===== config.mk =====
export PLATFORM = sky130hd
export DESIGN_NAME = carry_select_subtractor8_flat
export DESIGN_NICKNAME = d
export VERILOG_FILES = /design/src/rtl/carry_select_sub_pkg.sv /design/src/rtl/carry_select_subtractor8_if.sv /design/src/rtl/csel_sub_nibble.sv /design/src/rtl/carry_select_subtractor8.sv /design/src/flat_wrapper.sv
export SDC_FILE = /design/constraint.sdc
export NUM_CORES = 1
export LEC_CHECK = 0
export CORE_MARGIN = 10
export CORE_UTILIZATION = 49
export DETAILED_ROUTE_END_ITERATION = 16
export HOLD_SLACK_MARGIN = 0.12
export PLACE_DENSITY_LB_ADDON = 0.3
export SLEW_MARGIN = 20
export SYNTH_ARGS = -nofsm -noshare
export SYNTH_HDL_FRONTEND = slang
export SYNTH_SLANG_ARGS = --single-unit

===== constraint.sdc =====
create_clock -name clk -period 2.4 [get_ports clk]
set_input_delay 0.48 -clock clk [delete_from_list [all_inputs] [get_ports clk]]
set_output_delay 0.48 -clock clk [all_outputs]
set_load 0.005 [all_outputs]

===== src/rtl/carry_select_sub_pkg.sv =====
// Shared constants and types for the 8-bit carry-select (borrow-select)
// subtractor.
//   CSS_WIDTH  : full operand width (8)
//   CSS_NIBBLE : width of one select block (4)
//   nibble_t   : one 4-bit slice of an operand
//   nib_res_t  : nibble difference plus the borrow out of that nibble
//   nib_sub()  : x - y - bi over one nibble, returning difference and borrow
package carry_select_sub_pkg;

  localparam int CSS_WIDTH  = 8;
  localparam int CSS_NIBBLE = 4;

  typedef logic [CSS_NIBBLE-1:0] nibble_t;

  typedef struct packed {
    logic    borrow;
    nibble_t d;
  } nib_res_t;

  // With a zero-extended 5-bit subtraction, bit 4 is set exactly when the
  // true result is negative, i.e. when x < y + bi.
  function automatic nib_res_t nib_sub(nibble_t x, nibble_t y, logic bi);
    logic [CSS_NIBBLE:0] t;
    nib_res_t            r;
    t = {1'b0, x} - {1'b0, y} - {{CSS_NIBBLE{1'b0}}, bi};
    r.borrow = t[CSS_NIBBLE];
    r.d      = t[CSS_NIBBLE-1:0];
    return r;
  endfunction

endpackage


===== src/rtl/carry_select_subtractor8_if.sv =====
// Operand/result handshake bundle for carry_select_subtractor8.
//   in_valid/in_ready   : operand transfer (a, b, bin)
//   out_valid/out_ready : result transfer (diff, bout, and ovf when
//                         CARRY_SELECT_SUB_OVF_EN is defined)
// modport master: the producer/consumer side (drives operands, out_ready)
// modport slave : the subtractor side
interface carry_select_subtractor8_if;
  import carry_select_sub_pkg::*;

  logic                 in_valid;
  logic                 in_ready;
  logic [CSS_WIDTH-1:0] a;
  logic [CSS_WIDTH-1:0] b;
  logic                 bin;
  logic                 out_valid;
  logic                 out_ready;
  logic [CSS_WIDTH-1:0] diff;
  logic                 bout;
`ifdef CARRY_SELECT_SUB_OVF_EN
  logic                 ovf;
`endif

  modport master (
    output in_valid, a, b, bin, out_ready,
    input  in_ready, out_valid, diff, bout
`ifdef CARRY_SELECT_SUB_OVF_EN
    , input ovf
`endif
  );

  modport slave (
    input  in_valid, a, b, bin, out_ready,
    output in_ready, out_valid, diff, bout
`ifdef CARRY_SELECT_SUB_OVF_EN
    , output ovf
`endif
  );

endinterface


===== src/rtl/csel_sub_nibble.sv =====
// Combinational 4-bit subtract block for the borrow-select structure.
// Produces x - y under both borrow-in assumptions so the real borrow only
// has to drive a mux.
//   x, y : nibble operands (minuend, subtrahend)
//   r0   : result assuming borrow-in = 0
//   r1   : result assuming borrow-in = 1
module csel_sub_nibble
  import carry_select_sub_pkg::*;
(
  input  nibble_t  x,
  input  nibble_t  y,
  output nib_res_t r0,
  output nib_res_t r1
);

  assign r0 = nib_sub(x, y, 1'b0);
  assign r1 = nib_sub(x, y, 1'b1);

endmodule


===== src/rtl/carry_select_subtractor8.sv =====
// Two-stage pipelined 8-bit unsigned subtractor, borrow-select style.
// diff = (a - b - bin) mod 256, bout = (a < b + bin).
// Stage 1 registers the low nibble result (selected by bin) and both
// high-nibble candidates; stage 2 picks the high candidate with the low
// borrow and registers the outputs.
// Ports:
//   clk : rising-edge clock
//   rst : synchronous active-high reset
//   bus : carry_select_subtractor8_if.slave (operands, results, handshake)
// Optional feature: define CARRY_SELECT_SUB_OVF_EN to add the signed
// overflow output ovf, aligned with diff.
module carry_select_subtractor8
  import carry_select_sub_pkg::*;
(
  input  logic                       clk,
  input  logic                       rst,
  carry_select_subtractor8_if.slave  bus
);

  nib_res_t lo_r0, lo_r1, hi_r0, hi_r1, lo_sel;

  logic     vld_p1, vld_p2;
  logic     s1_ready, s2_ready;
  logic     in_fire, s1_adv;

  nib_res_t lo_p1, h0_p1, h1_p1;
  nib_res_t hi_sel;

  logic [CSS_WIDTH-1:0] diff_p2;
  logic                 bout_p2;

`ifdef CARRY_SELECT_SUB_OVF_EN
  logic a7_p1, b7_p1;
  logic ovf_p2;

  function automatic logic sub_ovf(logic a7, logic b7, logic d7);
    return (a7 ^ b7) & (d7 ^ a7);
  endfunction
`endif

  csel_sub_nibble u_lo (
    .x  (bus.a[CSS_NIBBLE-1:0]),
    .y  (bus.b[CSS_NIBBLE-1:0]),
    .r0 (lo_r0),
    .r1 (lo_r1)
  );

  csel_sub_nibble u_hi (
    .x  (bus.a[CSS_WIDTH-1:CSS_NIBBLE]),
    .y  (bus.b[CSS_WIDTH-1:CSS_NIBBLE]),
    .r0 (hi_r0),
    .r1 (hi_r1)
  );

  assign lo_sel = bus.bin ? lo_r1 : lo_r0;

  // Ready ripples combinationally back from out_ready (no skid buffer).
  assign s2_ready     = !vld_p2 || bus.out_ready;
  assign s1_ready     = !vld_p1 || s2_ready;
  assign bus.in_ready = s1_ready;
  assign in_fire      = bus.in_valid && s1_ready;
  assign s1_adv       = vld_p1 && s2_ready;

  always_ff @(posedge clk) begin
    if (rst) begin
      vld_p1 <= 1'b0;
      vld_p2 <= 1'b0;
    end else begin
      if (s1_ready) vld_p1 <= bus.in_valid;
      if (s2_ready) vld_p2 <= vld_p1;
    end
  end

  // ---- stage 1: low result and both high candidates ----
  always_ff @(posedge clk) begin
    if (in_fire) begin
      lo_p1 <= lo_sel;
      h0_p1 <= hi_r0;
      h1_p1 <= hi_r1;
`ifdef CARRY_SELECT_SUB_OVF_EN
      a7_p1 <= bus.a[CSS_WIDTH-1];
      b7_p1 <= bus.b[CSS_WIDTH-1];
`endif
    end
  end

  assign hi_sel = lo_p1.borrow ? h1_p1 : h0_p1;

  // ---- stage 2: select high nibble, register outputs ----
  always_ff @(posedge clk) begin
    if (rst) begin
      diff_p2 <= '0;
      bout_p2 <= 1'b0;
`ifdef CARRY_SELECT_SUB_OVF_EN
      ovf_p2  <= 1'b0;
`endif
    end else if (s1_adv) begin
      diff_p2 <= {hi_sel.d, lo_p1.d};
      bout_p2 <= hi_sel.borrow;
`ifdef CARRY_SELECT_SUB_OVF_EN
      ovf_p2  <= sub_ovf(a7_p1, b7_p1, hi_sel.d[CSS_NIBBLE-1]);
`endif
    end
  end

  assign bus.out_valid = vld_p2;
  assign bus.diff      = diff_p2;
  assign bus.bout      = bout_p2;
`ifdef CARRY_SELECT_SUB_OVF_EN
  assign bus.ovf       = ovf_p2;
`endif

endmodule


===== src/flat_wrapper.sv =====
// flat-port wrapper written by rule: the top's interface ports become plain ports
module carry_select_subtractor8_flat import carry_select_sub_pkg::*;
  (clk, rst, bus_in_valid, bus_a, bus_b, bus_bin, bus_out_ready, bus_in_ready, bus_out_valid, bus_diff, bus_bout);
  carry_select_subtractor8_if bus_i ();
  input  logic clk;
  input  logic rst;
  input wire logic [$bits(bus_i.in_valid)-1:0] bus_in_valid;
  input wire logic [$bits(bus_i.a)-1:0] bus_a;
  input wire logic [$bits(bus_i.b)-1:0] bus_b;
  input wire logic [$bits(bus_i.bin)-1:0] bus_bin;
  input wire logic [$bits(bus_i.out_ready)-1:0] bus_out_ready;
  output wire logic [$bits(bus_i.in_ready)-1:0] bus_in_ready;
  output wire logic [$bits(bus_i.out_valid)-1:0] bus_out_valid;
  output wire logic [$bits(bus_i.diff)-1:0] bus_diff;
  output wire logic [$bits(bus_i.bout)-1:0] bus_bout;
  assign bus_i.in_valid = bus_in_valid;
  assign bus_i.a = bus_a;
  assign bus_i.b = bus_b;
  assign bus_i.bin = bus_bin;
  assign bus_i.out_ready = bus_out_ready;
  assign bus_in_ready = bus_i.in_ready;
  assign bus_out_valid = bus_i.out_valid;
  assign bus_diff = bus_i.diff;
  assign bus_bout = bus_i.bout;
  carry_select_subtractor8 u_core (.clk(clk), .rst(rst), .bus(bus_i));
endmodule

* After elaboration in Yosys (flattened, before gate mapping)
Index checks and enable logic that the tools add are counted.
Word-level totals: output and inout port bits 11, input bits 21, flip-flop bits (word level) 26, logic and storage cells 22
Operators by class: add/sub/neg operators 4, mux-type cells 2, reduce and logical (&&, ||, !) cells 6
Operators with widths (number):
- 2-to-1 mux 5 bit | 2
- subtractor 4 x 4 -> 5 bit | 2
- subtractor 5 x 1 -> 5 bit, second input constant | 2
- logical AND 1 bit | 2
- logical NOT 1 bit | 2
- logical OR 1 bit | 2

* Longest topological paths before layout
Gate-level depths: netlist of the first run.
depth after elaboration 4, mapped depth 8, mapped depth without buffers 8

* Hierarchy
A second synthesis of the first run with hierarchy kept.
Second synthesis, totals: cells, all modules 131, area, all modules 1467.7 µm²
By module, submodules not included:
- carry_select_subtractor8 | cells each 71, sequential area each 670.6 µm², times used 1, area an instance 1007.2 µm²
- csel_sub_nibble | cells each 30, sequential area each 0.0 µm², times used 2, area an instance 230.2 µm²

* Worst setup path after synthesis of the first run
No wires, ideal clock.
kind input to register, from in bus_a[4], to reg u_core.h1_p1[4] (netlist name), data pin, required time 2.139 ns, arrival 1.846 ns, path buffers 0, cell stages on the path 7, setup time 0.261 ns, slack 0.293 ns, path through inv_1 -> ha_1 -> fa_1 -> ha_1 -> nand3_1 -> mux2_2 -> xnor2_1
RTL lines:
- from (decl) | RTL line flat_wrapper.sv:8 | input wire logic [$bits(bus_i.a)-1:0] bus_a;
- to (signal assigned) | RTL line carry_select_subtractor8.sv:79 | h1_p1 <= hi_r1;
- to (decl) | RTL line carry_select_subtractor8.sv:26 | nib_res_t lo_p1, h0_p1, h1_p1;

==> impl_metrics.toml, run 1 <==
[global_route]
grt_pass1_vias = 998
grt_overflow = 0
grtUsageTotal_pct = 9.39
grt_first_pass_wirelength_um = 4040
grt_max_degree = 16
antenna_found_initial = 0

[clocking]
cts_tree = "built"
postCtsHoldBufs = 0
postCtsSetupBuffers = 0
cts.sinks = 26
cts_buffers = 3
cts_max_path_buffers = 2
cts_max_level = 1
clkTransAtPathRegs_ns = 0.12
insertion_delay_ns = 0.32
cts-root-buf = "clkbuf_4"
cts.repair.resized = 0

[route]
drc = 0
drt_first_pass_iters = 4
avgRoutedWirePerCell_um = 12.4
top_layer = "met4"
postRouteAntennaNets = 0
drt_iter0_markers = 19
route.met3.wl_um = 150
vias = 980
wl_met1_um = 962
route.met2.wl_um = 1190
wirelength_um = 2380
vias_per_cell = 5.10

[logic_synthesis]
ys_seq_area_share_pct = 48.7
synth.ff_latch_count = 26
yosys_warnings = 0
syn_area_per_cell_sq_um = 11.0
synthXorXnorAreaFrac_pct = 6.91
syn_nets = 158
async_flop_share_pct = 0
synth_edf_count = 15
ys_top_cells_by_area = "edfxtp_1 (33%), dfxtp_1 (16%), ha_1 (9.1%)"
synth_mux_area_share_pct = 9.55
synth_fa_ha_area_share_pct = 12.0
synth_ff_type = "edfxtp_1"
synth.largest_area_cell = "edfxtp_1"
synth_simple_gate_area_share_pct = 11.5
synth_compound_area_share_pct = 5.73
synth_top_family_by_area = "adder cells"
netlist_area_sq_mm = 0.00138
ys_types = 27
netlist.area_leader.share_pct = 32.7
synth_cells = 125

[timing]
tightest_slew_ns = 0.631
timing.fmax_mhz = 437
relSlewSlack_pct = 57.9
post-route-period-util_pct = 95.3
fin_tns_setup_ns = 0
final.setup_skew_ns = 0.00382
setup_viol = 0
rsz0062_at_grt = "no"
slew_violations = 0
min_period_ns = 2.29
hold_viol_final = 0
fin_hold_ws_ns = 0.500

[worst_setup_path]
cp_cell_sequence = "clkdlybuf4s50_1, inv_1, ha_1, fa_1, xnor2_1, nor2_1, xnor2_1, xnor2_1"
path_max_fanout = 5
arrival_ns = 2.37
cp-start-kind = "primary input"
reg2reg_depth = 3
cp_top_family = "XOR/XNOR gates"
regToRegEndpoint = "u_core.h0_p1[0]"
regToRegSetupSlack_ns = 0.95
path_depth = 8
critPathCaptureType = "register"
slowest_delay_ns = 0.45
cp_data_required_time_ns = 2.49
slowest_stage = "clkdlybuf4s50_1"
cp_common_cell = "xnor2_1"
path_buf_inv = 2
r2r-start = "u_core.bus.out_valid"
crit_type = "in -> reg"

[min_path]
hold_depth = 2
min_delay_worst_endpoint = "u_core.bus.diff[2]"
worstHoldStart = "u_core.lo_p1[2]"
min_path_type = "reg -> reg"

[die]
die_x_um = 73
ios = 32
rows = 19
initial_core_util_pct = 50.8
dieArea_sq_mm = 0.00533
die_y_um = 73
fp.coreArea_sq_mm = 0.00271

[finish]
layout-drive-gt1-share_pct = 7.45
areaGrowthSynthToFinish_pct = 29.3
fillCellCount = 237
layout.nets = 195
num_antenna_cells = 0

[power]
vdd_ir_drop_max_v = 0.000386
p_leak_nw = 0.743
power-per-cell-area_mw_per_mm2 = 572

[placement]
port_buffers = 31
gp_congestion = 0.767
dpl.hpwl_um = 2010

[run]
cap_violations = 0

[run_status]
status = "finished clean"
[where the power goes]
group	internal [W]	switching [W]	leakage, nW
logic	0.000143	0.000111	0.486
clock network	0.0000928	0.000117	0.0210
registers	0.000533	0.0000200	0.236
total	0.000769	0.000248	0.743
[worst min-delay path: cells and delay by family (launching register included)]
kind | cells | cell delay, ns
flip-flops | 1 | 0.34
multiplexers | 1 | 0.06
AND/OR/NAND/NOR | 1 | 0.07
[stage by stage]
stage | instance area, sq um | worst slack [ns] | cells | total power [W] | util [%]
floorplan | 1380 | 0.293 | 125 | 0.000716 | -
global placement | 1740 | -0.180 | 188 | 0.000808 | 64.3
detailed placement | 1740 | -0.248 | 188 | 0.000821 | 64.3
CTS | 1780 | 0.0968 | 192 | 0.00103 | 65.7
global route | 1780 | 0.0185 | 192 | 0.00108 | 65.7
finish | 1780 | 0.114 | 192 | 0.00102 | 65.7
[synthesized netlist by cell type, drive strengths merged (2+ instances only)]
cell type / number
a21oi: 5
nor2b: 2
inv: 15
a211oi: 5
mux2i: 12
ha: 10
xnor2: 8
dfxtp: 11
edfxtp: 15
nand2: 4
nor3: 2
xor2: 2
nand3: 3
fa: 2
nor2: 15
buf: 3
nand3b: 4
[routing by layer]
layer / vias to the layer above / GRT usage (%)
met5: - / 0
met3: 7 / 2.59
met4: 0 / 5.91
li1: 496 / -
met2: 27 / 16.9
met1: 450 / 9.15
[flip-flops by register name (all words and copies together), names as in the netlist]
signal,flops
u_core.lo_p1,5
u_core.vld_p1,1
u_core.h1_p1,5
u_core.bus.out_valid,1
u_core.bus.bout,1
u_core.bus.diff,8
u_core.h0_p1,5
[cells by family after synthesis]
kind of cell | Yosys count
compound gates | 12
xor+xnor | 10
fa+ha+maj | 12
buf+inv | 19
flops | 26
mux | 13
simple gates | 33
[layout make-up]
cell class                 count  area [sq um]  area share [%]
sequential                    26           671            37.7
multi-input combinational     80           629            35.4
timing repair buffer          36           348            19.5
inverter                      15          56.3            3.16
tap                           31          38.8            2.18
clock buffer                   4          36.3            2.04
[worst max path at each step]
stage / start / to / slack [ns]
finish: bus_a[0] / u_core.lo_p1[3] / 0.11
global route: bus_a[4] / u_core.h1_p1[4] / 0.02
CTS: bus_a[4] / u_core.h1_p1[4] / 0.1
detailed placement: bus_a[4] / u_core.h1_p1[4] / -0.25
global placement: bus_a[4] / u_core.h1_p1[4] / -0.18
floorplan: bus_a[4] / u_core.h1_p1[4] / 0.29
[layout by cell type, fill, tap and decap left out, drive strengths merged]
master,n
fa,2
a21oi,5
a22oi,1
xor2,2
clkdlybuf4s50,31
a21o,1
mux2i,12
nand2,4
and2,1
nor3b,1
nand3b,4
xnor2,8
buf,5
nand3,3
ha,10
a211oi,5
edfxtp,15
dfxtp,11
nor3,2
nor2,15
nand2b,1
mux2,1
inv,15
nor2b,2
clkbuf,4
No activity file was read; power rests on OpenSTA's default activity.
==> inputs of run 2 (changes only) <==
CORE_MARGIN = unset   (was 10)
==> impl_metrics.toml, run 2 (synthesis gave the netlist of run 1 again) <==
[worst_setup_path]
arrival_ns = 2.39
cp_cell_sequence = "clkdlybuf4s50_1, inv_1, ha_2, fa_1, ha_2, nand3_1, mux2_2, xnor2_1"
cp_top_family = "adder cells"
cp_data_required_time_ns = 2.48
cp_common_cell = "ha_2"
slowest_delay_ns = 0.56
crit_type = "in -> reg"
path_max_fanout = 3
critPathCaptureType = "register"
slowest_stage = "fa_1"
cp-start-kind = "primary input"
path_buf_inv = 2

[timing]
relSlewSlack_pct = 56.2
slew_violations = 0
timing.fmax_mhz = 433
setup_viol = 0
fin_hold_ws_ns = 0.512
post-route-period-util_pct = 96.1
hold_viol_final = 0
min_period_ns = 2.31
final.setup_skew_ns = 0.00243
rsz0062_at_grt = "no"
tightest_slew_ns = 0.658
fin_tns_setup_ns = 0
fin_ws_ns = 0.0926

[global_route]
grtUsageTotal_pct = 17.0
grt_pass1_vias = 904
grt_overflow = 0
antenna_found_initial = 0
grt_first_pass_wirelength_um = 3550
grt_max_degree = 16

[finish]
num_antenna_cells = 0
layout.nets = 195
layout-drive-gt1-share_pct = 8.07
final_common_cell = "clkdlybuf4s50_1"
postLayoutCoreUtil_pct = 69.1
fillCellCount = 206
areaGrowthSynthToFinish_pct = 28.8
fin_cells = 191
final_cell_mix = "clkdlybuf4s50_1 (31), inv_1 (15), nor2_1 (15), edfxtp_1 (15), mux2i_1 (12)"
largest_reg_flops = 8

[route]
drt_first_pass_iters = 2
avgRoutedWirePerCell_um = 11.5
vias_per_cell = 5.06
wirelength_um = 2190
drc = 0
drt_iter0_markers = 4
vias = 967
postRouteAntennaNets = 0

[clocking]
cts_tree = "built"
cts_buffers = 3
cts_max_level = 1
postCtsHoldBufs = 0
cts-root-buf = "clkbuf_4"
cts_max_path_buffers = 2
insertion_delay_ns = 0.31
clkTransAtPathRegs_ns = 0.13
cts.sinks = 26

[die]
die_y_um = 55
dieArea_sq_mm = 0.00303
die_x_um = 55
ios = 32
initial_core_util_pct = 53.6
fp.coreArea_sq_mm = 0.00257
rows = 18

[run_status]
status = "finished clean"

[power]
power_frac_comb_pct = 25.9
vdd_ir_drop_max_v = 0.000403
switching_share_pct = 25.1
internal_power_w = 0.000743
p_clk_share_pct = 18.4
pwr-share-seq_pct = 55.7
power-per-cell-area_mw_per_mm2 = 560
p_switching_w = 0.000249
p_leak_nw = 0.734

[placement]
place_inst = 186
dpl.hpwl_um = 1810
pre_cts_slack_ns = -0.275
port_buffers = 31
gp_congestion = 0.812

[min_path]
min_path_type = "reg -> reg"

[run]
cap_violations = 0
==> run 2: cell types whose count changed in the layout (fill, tap and decap cells not counted) <==
cell / previous run / this run
clkbuf_1: 0 / 1
ha_2: 0 / 2
ha_1: 10 / 8
clkbuf_8: 1 / 0
==> run 2: path summary, 6_finish.rpt <==
path / depth (start not counted) / slack [ns] / startpoint / to
setup / recovery: 8 / 0.09 / bus_a[4] / u_core.h1_p1[4]
hold / removal: 2 / 0.51 / u_core.bus.diff[7] / u_core.bus.diff[7]
setup reg to reg: 3 / 0.91 / u_core.bus.out_valid / u_core.lo_p1[1]
hold reg to reg: 2 / 0.51 / u_core.bus.diff[7] / u_core.bus.diff[7]
==> run 2: timing repair <==
action,CTS,global route
resized for setup,0,2
setup endpoints to repair,0,1
buffers inserted,0,1
endpoints found under the hold margin,0,0
==> run 2: final cells by class <==
class / count / area (sq um) / share of cell area (%)
Sequential cell: 26 / 671 / 37.8
Multi-Input combinational cell: 80 / 634 / 35.8
Timing Repair Buffer: 36 / 348 / 19.6
Inverter: 15 / 56.3 / 3.18
Tap cell: 30 / 37.5 / 2.12
Clock buffer: 4 / 26.3 / 1.48
==> run 2: worst register-to-register path: cells and delay by family (launching register included) <==
family	cells	cell delay, ns
AND/OR/NAND/NOR	3	0.80
flip-flops	1	0.34
==> run 2: stage by stage <==
stage               total power, W  area, sq um
finish                    0.000993         1770
CTS                        0.00100         1760
global route               0.00105         1770
floorplan                 0.000716         1380
detailed placement        0.000818         1730
global placement          0.000803         1730
==> run 2: power by group through the flow <==
stage	Combinational (W)	Sequential [W]	Clock, W
final	0.000257	0.000553	0.000182
after global routing	0.000287	0.000559	0.000205
after CTS	0.000256	0.000554	0.000193
after detailed placement	0.000254	0.000565	0
after global placement	0.000243	0.000560	0
after floorplan	0.000160	0.000557	0
==> run 2: metal layers <==
metal	up-vias	wire length, um	global-route usage (%)
met5	-	0	0
met4	0	42	11.3
met3	4	81	1.64
met2	24	1160	31.1
met1	445	906	18.2
li1	494	-	-
==> inputs of run 3 (changes only) <==
CTS_CLUSTER_SIZE = 8   (was unset)
==> results of run 3 <==
Same layout as run 2: the final DEF is identical, and so are final timing and power.
